===== src/rtl/ave_pkg.sv =====
// Shared types, segment constants and helpers for the windowed
// averaging display.
package ave_pkg;

    typedef enum logic [1:0] {
        IDLE,
        LOAD,
        SHIFT,
        DONE
    } conv_state_e;

    // Segment order is {g,f,e,d,c,b,a}; a low bit lights the segment.
    localparam logic [6:0] SEG_BLANK = 7'b1111111;

    localparam logic [6:0] SEG_DIGIT [0:9] = '{
        7'b1000000, 7'b1111001, 7'b0100100, 7'b0110000, 7'b0011001,
        7'b0010010, 7'b0000010, 7'b1111000, 7'b0000000, 7'b0010000
    };

    function automatic logic [6:0] seg_decode(input logic [3:0] nib);
        if (nib < 4'd10) begin
            return SEG_DIGIT[nib];
        end
        return SEG_BLANK;
    endfunction

    function automatic int bcd_digits_needed(input int width);
        longint unsigned m;
        int n;
        m = (longint'(1) << width) - 1;
        n = 1;
        for (int i = 0; i < 20; i++) begin
            if (m >= 10) begin
                m = m / 10;
                n = n + 1;
            end
        end
        return n;
    endfunction

endpackage


===== src/rtl/ave_window_display_bcd_seq_conv.sv =====
// Iterative double-dabble: one binary bit per cycle into a BCD
// accumulator, with a one-cycle DONE handshake.
module bcd_seq_conv
    import ave_pkg::*;
#(
    parameter int WIDTH  = 8,
    parameter int DIGITS = 3
) (
    input  logic                  clk_i,
    input  logic                  rst_i,
    input  logic                  start_i,
    input  logic [WIDTH-1:0]      bin_i,
    output logic                  busy_o,
    output logic                  done_o,
    output logic [4*DIGITS-1:0]   bcd_o
);

    localparam int CW = $clog2(WIDTH + 1);

    conv_state_e           state_q, state_d;
    logic [WIDTH-1:0]      sh_q, sh_d;
    logic [4*DIGITS-1:0]   bcd_q, bcd_d;
    logic [4*DIGITS-1:0]   adj;
    logic [CW-1:0]         cnt_q, cnt_d;

    always_ff @(posedge clk_i or posedge rst_i) begin
        if (rst_i) begin
            state_q <= IDLE;
            sh_q    <= '0;
            bcd_q   <= '0;
            cnt_q   <= '0;
        end else begin
            state_q <= state_d;
            sh_q    <= sh_d;
            bcd_q   <= bcd_d;
            cnt_q   <= cnt_d;
        end
    end

    always_comb begin
        adj = bcd_q;
        for (int k = 0; k < DIGITS; k++) begin
            if (bcd_q[4*k +: 4] >= 4'd5) begin
                adj[4*k +: 4] = bcd_q[4*k +: 4] + 4'd3;
            end
        end
    end

    always_comb begin
        state_d = state_q;
        sh_d    = sh_q;
        bcd_d   = bcd_q;
        cnt_d   = cnt_q;
        unique case (state_q)
            IDLE: begin
                if (start_i) begin
                    state_d = LOAD;
                end
            end
            LOAD: begin
                sh_d    = bin_i;
                bcd_d   = '0;
                cnt_d   = CW'(WIDTH);
                state_d = SHIFT;
            end
            SHIFT: begin
                {bcd_d, sh_d} = {adj, sh_q} << 1;
                cnt_d = cnt_q - 1'b1;
                if (cnt_d == '0) begin
                    state_d = DONE;
                end
            end
            DONE: begin
                // Queued work restarts directly without an IDLE bubble.
                state_d = start_i ? LOAD : IDLE;
            end
            default: state_d = IDLE;
        endcase
    end

    assign busy_o = (state_q != IDLE);
    assign done_o = (state_q == DONE);
    assign bcd_o  = bcd_q;

endmodule


===== src/rtl/ave_window_display.sv =====
// Sliding-window average of strobed samples, shown in decimal on
// active-low seven-segment digits.
module ave_window_display
    import ave_pkg::*;
#(
    parameter int WIDTH    = 8,
    parameter int LOG2_N   = 3,
    parameter int DIGITS   = 3,
    parameter int BLANK_LZ = 1
) (
    input  logic                  CLOCK,
    input  logic                  RESET,
    input  logic [WIDTH-1:0]      in0,
    input  logic                  enable,
    output logic [7*DIGITS-1:0]   seven_display,
    output logic [WIDTH-1:0]      avg_out,
    output logic                  busy,
    output logic                  valid,
    output logic                  window_full
);

    localparam int N  = 1 << LOG2_N;
    localparam int SW = WIDTH + LOG2_N;
    localparam logic [LOG2_N:0] FULL = (LOG2_N + 1)'(N);

    if (DIGITS < bcd_digits_needed(WIDTH)) begin : g_digits_check
        $error("DIGITS cannot represent 2**WIDTH-1");
    end

    function automatic logic [7*DIGITS-1:0] render(
        input logic [4*DIGITS-1:0] bcd
    );
        logic [7*DIGITS-1:0] seg;
        logic lead;
        seg  = '0;
        lead = 1'b1;
        for (int k = DIGITS - 1; k >= 0; k--) begin
            if (BLANK_LZ != 0 && lead && k != 0 && bcd[4*k +: 4] == 4'd0) begin
                seg[7*k +: 7] = SEG_BLANK;
            end else begin
                lead = 1'b0;
                seg[7*k +: 7] = seg_decode(bcd[4*k +: 4]);
            end
        end
        return seg;
    endfunction

    logic                  s1_q, s2_q, s3_q;
    logic                  accept;
    logic [WIDTH-1:0]      win_q [N];
    logic [SW-1:0]         sum_q, sum_d;
    logic [LOG2_N-1:0]     wr_ptr_q;
    logic [LOG2_N:0]       fill_q;
    logic                  pending_q, pending_d;
    logic                  conv_start, conv_busy, conv_done;
    logic [4*DIGITS-1:0]   conv_bcd;
    logic [7*DIGITS-1:0]   seg_q;
    logic                  valid_q;

    assign accept = s2_q & ~s3_q;
    // Oldest sample leaves the sum in the same cycle its slot is reused.
    assign sum_d  = sum_q + SW'(in0) - SW'(win_q[wr_ptr_q]);

    assign conv_start = accept | pending_q;

    always_comb begin
        pending_d = pending_q;
        if (conv_done && conv_start) begin
            pending_d = 1'b0;
        end else if (accept && conv_busy) begin
            pending_d = 1'b1;
        end
    end

    always_ff @(posedge CLOCK or posedge RESET) begin
        if (RESET) begin
            s1_q      <= 1'b0;
            s2_q      <= 1'b0;
            s3_q      <= 1'b0;
            sum_q     <= '0;
            wr_ptr_q  <= '0;
            fill_q    <= '0;
            pending_q <= 1'b0;
            seg_q     <= render('0);
            valid_q   <= 1'b0;
            for (int i = 0; i < N; i++) begin
                win_q[i] <= '0;
            end
        end else begin
            s1_q      <= enable;
            s2_q      <= s1_q;
            s3_q      <= s2_q;
            pending_q <= pending_d;
            valid_q   <= conv_done;
            if (accept) begin
                win_q[wr_ptr_q] <= in0;
                sum_q           <= sum_d;
                wr_ptr_q        <= wr_ptr_q + 1'b1;
                if (fill_q != FULL) begin
                    fill_q <= fill_q + 1'b1;
                end
            end
            if (conv_done) begin
                seg_q <= render(conv_bcd);
            end
        end
    end

    bcd_seq_conv #(
        .WIDTH  (WIDTH),
        .DIGITS (DIGITS)
    ) u_conv (
        .clk_i   (CLOCK),
        .rst_i   (RESET),
        .start_i (conv_start),
        .bin_i   (avg_out),
        .busy_o  (conv_busy),
        .done_o  (conv_done),
        .bcd_o   (conv_bcd)
    );

    assign avg_out       = sum_q[SW-1:LOG2_N];
    assign busy          = conv_busy;
    assign valid         = valid_q;
    assign window_full   = (fill_q == FULL);
    assign seven_display = seg_q;

endmodule


===== config.mk =====
export PLATFORM = sky130hd
export DESIGN_NAME = ave_window_display
export DESIGN_NICKNAME = d
export VERILOG_FILES = /design/src/rtl/ave_pkg.sv /design/src/rtl/ave_window_display_bcd_seq_conv.sv /design/src/rtl/ave_window_display.sv
export SDC_FILE = /design/constraint.sdc
export NUM_CORES = 1
export LEC_CHECK = 0
export BUFFER_PORTS_ARGS = -buffer_cell sky130_fd_sc_hd__buf_2
export CORE_ASPECT_RATIO = 1.25
export CORE_MARGIN = 1.5
export CORE_UTILIZATION = 40
export CTS_BUF_LIST = sky130_fd_sc_hd__clkbuf_8
export DETAILED_ROUTE_END_ITERATION = 16
export PLACE_DENSITY = 0.59
export RECOVER_POWER = 25
export REMOVE_ABC_BUFFERS = 1
export SYNTH_ARGS = -nofsm -noshare
export SYNTH_HDL_FRONTEND = slang
export SYNTH_SLANG_ARGS = --single-unit

===== constraint.sdc =====
create_clock -name CLOCK -period 4.78 [get_ports CLOCK]
set_input_delay 0.478 -clock CLOCK [delete_from_list [all_inputs] [get_ports CLOCK]]
set_output_delay 0.478 -clock CLOCK [all_outputs]
set_load 0.005 [all_outputs]

== Word level (Yosys, flattened, before mapping) ==
Memories as Yosys holds them, arrays and structs flattened.
Cells that the tools add are included.
Storage, ports and cells
  flip-flop bits (word level): 134
  memory bits (read-only): 336
  input bits: 11
  output and inout port bits: 32
  logic and storage cells: 112
  memories: 3
Memories
  (no name shown): words 16, width 7, read ports 1, clocked after memory_dff 0, wr ports 0, RTL line ave_pkg.sv:22  | return SEG_DIGIT[nib];
  (no name shown): words 16, width 7, read ports 1, clocked after memory_dff 0, wr ports 0, RTL line ave_pkg.sv:22
  (no name shown): words 16, width 7, read ports 1, clocked after memory_dff 0, wr ports 0, RTL line ave_pkg.sv:22
Cells by class
  $add $sub $neg: 8
  magnitude comparators: 11
  equality and inequality tests: 7
  muxes and demuxes: 42
  bitwise logic cells: 7
  reduce and logical (&&, ||, !) cells: 13
Operator list (number)
  $mux 7: 14
  $bwmux 64: 1
  $bmux 8 s3: 1
  $demux 8 s3: 1
  $mux 8: 3
  $pmux 12 s2: 1
  $pmux 8 s2: 1
  $ge 5x5->1 const B: 3
  $not 4->5: 3
  $mux 1: 13
  $ge 4x3->1 const B: 3
  $logic_not 4->1: 3
  $lt 4x4->1 const B: 3
  $add 11x8->11: 1
  $sub 11x8->11: 1
  $add 4x2->4 const B: 2
  $mux 4: 2
  $pmux 2 s4: 1
  $pmux 4 s2: 1
  $reduce_bool 2->1: 3
  $add 4x1->4 const B: 1
  $eq 2x2->1 const B: 2
  $eq 4x4->1 const B: 1
  $ge 4x4->1 const B: 1
  other kinds (17): 22

== Logic depth before layout (Yosys ltp) ==
Gate-level depths: netlist (run 1).
  depth in word-level cells: 8
  depth in mapped cells: 15
  gate-level depth less buffers: 12

== Modules after synthesis ==
Synthesis (run 1) repeated with hierarchy kept, for this count alone.
Unflattened totals
  cells, all modules: 659
  area total of the unflattened synthesis: 7245.7 µm²
By module, submodules not included
  ave_window_display: times used 1, cells an instance 512, area each 5810.6 µm², seq. area each 2721.4 µm²
  bcd_seq_conv: times used 1, cells an instance 147, area each 1435.1 µm², seq. area each 650.6 µm²

== Least setup slack after synthesis (run 1) ==
No wires, ideal clock.
  path kind: flip-flop to flip-flop
  start point: register wr_ptr_q[0]
  end point: register sum_q[10]
  library setup time: 0.080 ns
  arrival time: 3.331 ns
  slack: 1.369 ns
  cell stages (with the launch flop): 15
  buffers on the path: 3
  period minus slack after synthesis: 3.411 ns
  path through: dfrtp_1 buf_6 buf_4 buf_4 mux2i_1 o22ai_1 a221o_1 fa_1 inv_1 fa_1 a21o_1 a21oi_1 o21ai_1 a211oi_1 xnor2_1
Between the ends
  word-level cells in the longest chain between the ends: 5
RTL lines
  start: declaration: RTL line ave_window_display.sv:52  | logic [LOG2_N-1:0] wr_ptr_q;
  start signal: assignment: RTL line ave_window_display.sv:98  | wr_ptr_q <= wr_ptr_q + 1'b1;
  $not 3->4 (implied by the code): RTL line ave_window_display.sv:62  | assign sum_d = sum_q + SW'(in0) - SW'(win_q[wr_ptr_q]);
  $bmux 8 s3: RTL line ave_window_display.sv:62
  $mux 8 (implied by the code) (2 in a row): RTL line ave_window_display.sv:62
  $sub 11x8->11: RTL line ave_window_display.sv:62
  end signal: assignment: RTL line ave_window_display.sv:97  | sum_q <= sum_d;
  end: declaration: RTL line ave_window_display.sv:51  | logic [SW-1:0] sum_q, sum_d;
No other way between the ends. The select of a mux whose other input is x is not followed.
A chain may end at the register's enable or synchronous reset.

== Worst setup path in the final report (run 1) ==
Ends and elaborated chain as after synthesis.

==> results of run 1 <==
## kinds of logic (layout without fill, tap and decap cells)
kind of cell / count (synthesis) / in the layout / synth area share (%)
AOI/OAI and AO/OA: 162 / 162 / 14.0
xor gates and xnor gates: 15 / 15 / 1.85
adders and majority gates: 41 / 41 / 8.05
buffers and inverters: 110 / 150 / 6.66
DFF: 134 / 134 / 47.4
muxes: 74 / 74 / 13.0
and+or+nand+nor: 142 / 142 / 9.02
## sequential cells by signal (all words and copies together) (netlist names)
register        cells
wr_ptr_q            3
u_conv.cnt_q        4
sum_q              11
win_q              64
s2_q                1
u_conv.bcd_o       12
seven_display      21
u_conv.state_q      2
u_conv.sh_q         8
valid               1
s1_q                1
s3_q                1
fill_q              4
pending_q           1
## Yosys cell counts (all sizes together) (8+ instances only)
master  number
buf         25
o211ai      10
inv         70
o22ai       15
dfstp       15
nor2        35
clkbuf      15
nand3       10
ha          33
o21ai       64
mux4        10
fa           8
nand2       64
xnor2       11
mux2        49
mux2i       15
dfrtp      119
a21oi       34
## layout by cell type (no fill, tap or decap), drive strengths merged, types with 4 or more instances in the layout
master    instances
a21oi            34
a221o             4
buf              47
clkbuf           22
clkinvlp          4
dfrtp           119
dfstp            15
fa                8
ha               33
inv              72
mux2             49
mux2i            15
mux4             10
nand2            64
nand2b            6
nand3            10
nand4             6
nor2             35
nor3              6
o211ai           10
o21ai            64
o221ai            4
o22a              6
o22ai            15
xnor2            11
xor2              4
## power groups by stage
stage | logic [mW] | clock network [mW] | registers, mW
after CTS | 3.03 | 0.993 | 2.03
after global placement | 2.94 | 0 | 2.02
final | 3.00 | 0.961 | 2.03
after global routing | 3.41 | 1.05 | 2.10
after floorplan | 2.31 | 0 | 1.94
after detailed placement | 3.02 | 0 | 2.05
## routing by layer
metal	vias to the layer above	wire, microns
li1	2396	-
met5	-	0
met2	91	7620
met3	34	445
met1	2434	6140
met4	0	465
## worst min-delay path by stage
| stage | to | cells after the start |
|---|---|---|
| after floorplan | s2_q | 0 |
| after global placement | s2_q | 0 |
| after detailed placement | s2_q | 0 |
| after CTS | seven_display[1] | 2 |
| after global routing | s1_q | 1 |
| final | s1_q | 1 |
## cell type report
class                   instances  area [sq um]  area share [%]
repair buffers                 48           251            3.20
clock inverters                11           123            1.56
flip-flops and latches        134          3370            42.9
well taps                     224           280            3.57
inverters                      70           264            3.36
clock buffers                  21           289            3.68
multi-input cells             434          3270            41.7
## through the flow
| stage | std cells | total power [mW] |
|---|---|---|
| finish | 942 | 5.99 |
| global route | 942 | 6.55 |
| CTS | 942 | 6.05 |
| detailed placement | 910 | 5.07 |
| global placement | 910 | 4.96 |
| floorplan | 638 | 4.25 |
==> reports/metrics.csv, run 1 <==
metric,value,unit
drt-initial-drc-count,216,
worst_slack,777,ps
clk_pin_slew,80,ps
rows,54,
via_count,4955,
drive_gt1_share,21.9,%
globalRouteMet3Util,3.59,%
rrSetupSlack,780,ps
final_util,45.0,%
fmax,250,MHz
diodes,0,
final_area,0.00785,sq mm
maxCapViolCount,2,
slew-limit-headroom,-40.2,%
cts.sinks,134,
worst-path-stages,11,
ioPinCount,43,
crit_end,sum_q[10],
timing.rr.end,sum_q[10],
pwr-share-seq,33.9,%
cp_max_fo,17,
setup_viol,0,
layout.nets,757,
status,finished with violations,
fillers,1690,
peakVddDrop,0.338,mV
synth_area_per_cell,10.5,sq um
ctsHoldBuffers,0,
crit_chain,buf_4 > mux2_2 > a221o_1 > fa_1 > inv_1 > ha_1 > a21o_1 > a21oi_1 > o21ai_1 > a211oi_1 > xnor2_1,
synth_cells,678,
grt_busiest_layer,met2,
p_leak,3.57,nW
fin_skew,9.50,ps
coreArea,0.0174,sq mm
grtUsageMet1,19.8,%
min_from,enable,
dp_hpwl,10.7,mm
critPathMaxStageDelay,960,ps
grt_start_max_net_pins,56,
hold_slack,129,ps
drv_slew,83,
post-place-ws,793,ps
insertion_delay,450,ps
initial_utilization,40.8,%
io_buffers,42,
min_period,4000,ps
grt_pass1_vias,5005,
worst-path-buf-inv,2,
wirelength,14.7,mm
p_int,3.54,mW
drcViolationCount,0,
synth_edf_count,0,
cp.required,5150,ps
ys_seq_area_share,47.4,%
cts_tree,yes,
grt.total_usage,17.0,%
viasPerCell,5.26,
crit_path_end_kind,register,
detail_route.wl_per_cell,15.6,microns
worst_pin_slew,2090,ps
synth_seq_cells,134,
hold_viol_final,0,
worst_setup_path_start_kind,register,
path_class,reg -> reg,
ctsResizeCount,0,
die_width,122,microns
critPathArrivalTime,4370,ps
yosysTopAreaCellShare,41.8,%
violations,"capacitance limit, slew limit",
post_cts_buffers,0,
post_dp_cell_area,0.00745,sq mm
p_sw_share,41.0,%
p_per_area,763,mW/mm^2
grt-ovfl-total,0,
switchingPower,2.46,mW
root_buffer,clkbuf_8,
drtAntennaViolNets,0,
ys.warnings.count,0,
rsz0062_at_grt,no,
power_frac_comb,50.1,%
reg2reg_from,wr_ptr_q[0],
synthDistinctLibCells,58,
area_delta_synth_final,10.3,%
yosysTopAreaCell,dfrtp_1,
ys.flop_type,dfrtp_1,
cp_top_family,compound AO/OA/AOI/OAI gates,
synth.area.top_cells,"dfrtp_1, mux2_2, ha_1, dfstp_2, o21ai_0",
clkPwrFrac,16.0,%
grt_util_met2,29.4,%
ff2ff_path_depth,11,
min_path_type,in -> reg,
setup-tns-final,0,ps
netlist_area,0.00712,sq mm
clk_path_buf_depth,2,
startpoint,wr_ptr_q[0],
fp.dieArea,0.0186,sq mm
drt_pass1_iterations,4,
async_flop_share,100,%
antenna_found_initial,0,
fp.dieH,152,microns
period_share,83.7,%
grt_first_pass_wirelength,24.7,mm
finalWeightedCongestion,0.904,
cts.htree.levels,4,
cp_slowest_cell,dfrtp_1,
cts_inserted_buffers,17,
Note: power is estimated with default switching activity, not from simulation.
==> run 2: changes to the inputs <==
Clock period 4.78 ns to 4.1 ns, I/O delays scaled along.
==> reports/metrics.csv, run 2 (synthesized netlist as in run 1, its figures left out) <==
metric,value,unit
cts.htree.levels,4,
layout_common_cells,"dfrtp_1, inv_1, nand2_1, o21ai_0, mux2_2",
largest_register_ffs,64,
insertion_delay,450,ps
drcViolationCount,0,
ioPinCount,43,
io_buffers,42,
cts_tree,yes,
peakVddDrop,0.392,mV
fp.dieArea,0.0186,sq mm
drive_gt1_share,21.8,%
drt_pass1_iterations,4,
violations,"capacitance limit, slew limit",
ctsHoldBuffers,0,
drt-initial-drc-count,250,
min_period,3590,ps
fp.dieH,152,microns
die_width,122,microns
ctsResizeCount,0,
post_cts_buffers,0,
detail_route.wl_per_cell,16.2,microns
cp_max_fo,15,
setup_viol,0,
grt_start_max_net_pins,81,
ff_latch_area,0.00337,sq mm
instances_no_fill,943,
layout_commonest_cell,dfrtp_1,
rsz0062_at_grt,no,
clk_pin_slew,80,ps
slew-limit-headroom,-109,%
initial_utilization,40.8,%
wirelength,15.3,mm
drtAntennaViolNets,0,
maxCapViolCount,1,
worst_pin_slew,3140,ps
crit_path_end_kind,register,
area_delta_synth_final,10.4,%
dp_hpwl,10.9,mm
grt-ovfl-total,0,
drv_slew,80,
dp_cells,911,
period_share,87.5,%
fin_skew,10.5,ps
viasPerCell,5.28,
fillers,1659,
cp.required,4470,ps
multi_input_area,0.00327,sq mm
root_buffer,clkbuf_8,
coreArea,0.0174,sq mm
grt_first_pass_wirelength,25.8,mm
layout.nets,758,
fmax,279,MHz
setup-tns-final,0,ps
cts.sinks,134,
status,finished with violations,
min_path_type,in -> reg,
antenna_found_initial,0,
cts_inserted_buffers,17,
p_per_area,890,mW/mm^2
rrSetupSlack,510,ps
worst_setup_path_start_kind,register,
via_count,4976,
p_leak,3.57,nW
regMostFlops,win_q,
clk_path_buf_depth,2,
finalWeightedCongestion,0.841,
grt_pass1_vias,5262,
hold_viol_final,0,
path_class,reg -> reg,
rows,54,
diodes,0,
critPathArrivalTime,3960,ps
grt.total_usage,17.5,%
-- run 2: changes by cell type in the layout (fill, tap and decap cells not counted) --
| cell | before | now |
|---|---|---|
| clkinv_2 | 2 | 1 |
| bufinv_16 | 2 | 1 |
| buf_12 | 0 | 2 |
| clkinvlp_2 | 1 | 0 |
| clkinv_4 | 1 | 3 |
| inv_6 | 2 | 4 |
| clkbuf_8 | 21 | 19 |
| inv_1 | 70 | 71 |
| buf_4 | 5 | 4 |
-- run 2: final timing paths --
| check | startpoint | to | cells after the start |
|---|---|---|---|
| min in group asynchronous | RESET | seven_display[1] | 2 |
| min reg2reg | s1_q | s2_q | 0 |
| max reg2reg | wr_ptr_q[2] | sum_q[10] | 11 |
| max in group asynchronous | RESET | fill_q[3] | 2 |
| max | wr_ptr_q[2] | sum_q[10] | 11 |
| min | enable | s1_q | 1 |
-- run 2: per-stage QoR --
| stage | hold slack [ps] | setup WS [ps] | power (mW) | util [%] | instance area [sq um] |
|---|---|---|---|---|---|
| after CTS | 30.9 | 511 | 7.06 | 45.1 | 7860 |
| after global placement | 334 | 628 | 5.81 | 42.9 | 7480 |
| after global routing | 34.7 | 291 | 7.63 | 45.1 | 7860 |
| final | 69.3 | 513 | 6.99 | 45.1 | 7860 |
| after floorplan | 331 | 132 | 4.95 | - | 6910 |
| after detailed placement | 346 | 551 | 5.95 | 42.9 | 7480 |
-- run 2: report_power, final --
group | leakage (nW) | total, mW | switching, mW | internal, mW
Sequential | 1.63 | 2.31 | 0.404 | 1.91
Clock | 0.191 | 1.06 | 0.547 | 0.518
Combinational | 1.74 | 3.61 | 1.98 | 1.63
-- run 2: layout make-up --
type                       count  share of cell area (%)
tap                          224                    3.57
clock buffer                  19                    3.33
sequential                   134                    42.9
inverter                      70                    3.34
timing repair buffer          49                    3.62
clock inverter                13                    1.56
multi-input combinational    434                    41.7
-- run 2: per-layer routing --
layer / wire, microns / GRT usage, % / vias to the layer above / share of wire, %
li1: - / - / 2401 / -
met1: 6520 / 20.7 / 2455 / 43
met2: 7980 / 30.2 / 90 / 52
met3: 445 / 3.71 / 30 / 2.9
met4: 348 / 7.59 / 0 / 2.3
met5: 0 / 0 / - / 0
-- run 2: worst max-delay path: stages (launching register included) --
cell	delay, ps
dfrtp_1	810
or2_2	260
o22ai_1	70
a221o_1	290
fa_1	480
inv_1	70
fa_1	450
a21o_1	200
a21oi_1	270
o21ai_1	150
a211oi_1	290
xnor2_1	150
==> run 3: changes to the inputs <==
Settings changed: BUFFER_PORTS_ARGS -buffer_cell sky130_fd_sc_hd__buf_2 to -buffer_cell sky130_fd_sc_hd__clkbuf_2.
==> reports/metrics.csv, run 3 (synthesized netlist as in run 1, its figures left out) <==
metric,value,unit
crit_chain,nand2_1 > o22ai_1 > a221o_1 > fa_1 > inv_1 > fa_1 > a21o_1 > a21oi_1 > o21ai_1 > a211oi_1 > xnor2_1,
largest_register_ffs,64,
post_cts_buffers,0,
multi_input_area,0.00327,sq mm
p_per_area,889,mW/mm^2
drive_gt1_share,22.1,%
cts.sinks,134,
viasPerCell,5.27,
grt_util_met2,31.0,%
cp_top_family,compound AO/OA/AOI/OAI gates,
rows,54,
ctsHoldBuffers,0,
grt.total_usage,17.4,%
critPathArrivalTime,3880,ps
clk_path_buf_depth,2,
slew-limit-headroom,-92.4,%
violations,"capacitance limit, slew limit",
path_class,reg -> reg,
wirelength,15.0,mm
fillers,1697,
worst_pin_slew,2870,ps
diodes,0,
drcViolationCount,0,
clk_pin_slew,70,ps
cts.htree.levels,4,
cp_common_cell,fa_1,
layout_commonest_cell,dfrtp_1,
maxCapViolCount,1,
rsz0062_at_grt,no,
finalWeightedCongestion,0.849,
grtUsageMet1,20.5,%
grt_first_pass_wirelength,25.6,mm
grt_pass1_vias,5218,
peakVddDrop,0.377,mV
fp.dieH,152,microns
drt-initial-drc-count,164,
dp_cells,912,
crit_path_end_kind,register,
cts_inserted_buffers,17,
fin_skew,16.2,ps
worst_setup_path_start_kind,register,
ioPinCount,43,
ctsResizeCount,0,
grt-ovfl-total,0,
coreArea,0.0174,sq mm
grt_start_max_net_pins,66,
min_period,3510,ps
drv_slew,66,
detail_route.wl_per_cell,15.9,microns
drtAntennaViolNets,0,
ff_latch_area,0.00337,sq mm
setup-tns-final,0,ps
initial_utilization,40.8,%
setup_viol,0,
insertion_delay,450,ps
io_buffers,42,
dp_hpwl,11.0,mm
area_delta_synth_final,10.5,%
period_share,85.7,%
p_leak,3.58,nW
fp.dieArea,0.0186,sq mm
die_width,122,microns
cp_slowest_cell,dfrtp_1,
critPathMaxStageDelay,620,ps
min_path_type,in -> reg,
layout_common_cells,"dfrtp_1, inv_1, nand2_1, o21ai_0, mux2_2",
layout.nets,759,
globalRouteMet3Util,3.48,%
grt_busiest_layer,met2,
status,finished with violations,
instances_no_fill,944,
cp_max_fo,15,
antenna_found_initial,0,
regMostFlops,win_q,
root_buffer,clkbuf_8,
cts_tree,yes,
fmax,285,MHz
via_count,4972,
worst-path-buf-inv,1,
hold_viol_final,0,
drt_pass1_iterations,4,
cp.required,4470,ps
[run 3: stage by stage]
step	utilization, %	setup WS [ps]	hold slack [ps]	power [mW]	instance area (sq um)
3_5_place_dp	42.9	598	341	5.93	7470
6_report	45.1	586	73.8	6.99	7860
5_1_grt	45.1	380	55.2	7.65	7860
4_1_cts	45.2	555	49.7	7.06	7870
3_3_place_gp	42.9	637	335	5.80	7470
2_1_floorplan	-	132	331	4.95	6910
[run 3: worst reg2reg max path: cells and delay by family (launching register included)]
| kind | cells | cell delay, ps |
|---|---|---|
| AOI/OAI and AO/OA | 6 | 1340 |
| adders and majority gates | 2 | 930 |
| and+or+nand+nor | 1 | 340 |
| xor gates and xnor gates | 1 | 140 |
| buffers and inverters | 1 | 70 |
| DFF | 1 | 620 |
[run 3: final cells by class]
class / instances / share of cell area (%)
clock buffers: 18 / 3.15
multi-input cells: 434 / 41.6
flip-flops and latches: 134 / 42.9
well taps: 224 / 3.56
clock inverters: 14 / 1.91
repair buffers: 50 / 3.52
inverters: 70 / 3.36
[run 3: report_power, final]
part | switching (mW) | internal, mW
Combinational | 1.94 | 1.62
Clock | 0.545 | 0.561
Sequential | 0.408 | 1.91
[run 3: path summary, 6_finish.rpt]
| path | to | slack (ps) | start | depth (start not counted) |
|---|---|---|---|---|
| worst max-delay path | sum_q[10] | 590 | wr_ptr_q[2] | 11 |
| worst min-delay path | s1_q | 70 | enable | 1 |
| worst max register to register | sum_q[10] | 590 | wr_ptr_q[2] | 11 |
| worst min register to register | s2_q | 350 | s1_q | 0 |
| max in group asynchronous | win_q[26] | 1500 | RESET | 3 |
| min in group asynchronous | seven_display[0] | 740 | RESET | 2 |
[run 3: routing by layer]
layer  wire length, microns  vias up
met5                      0        -
met4                    289        0
met3                    357       19
met2                   7900       65
met1                   6470     2480
li1                       -     2408
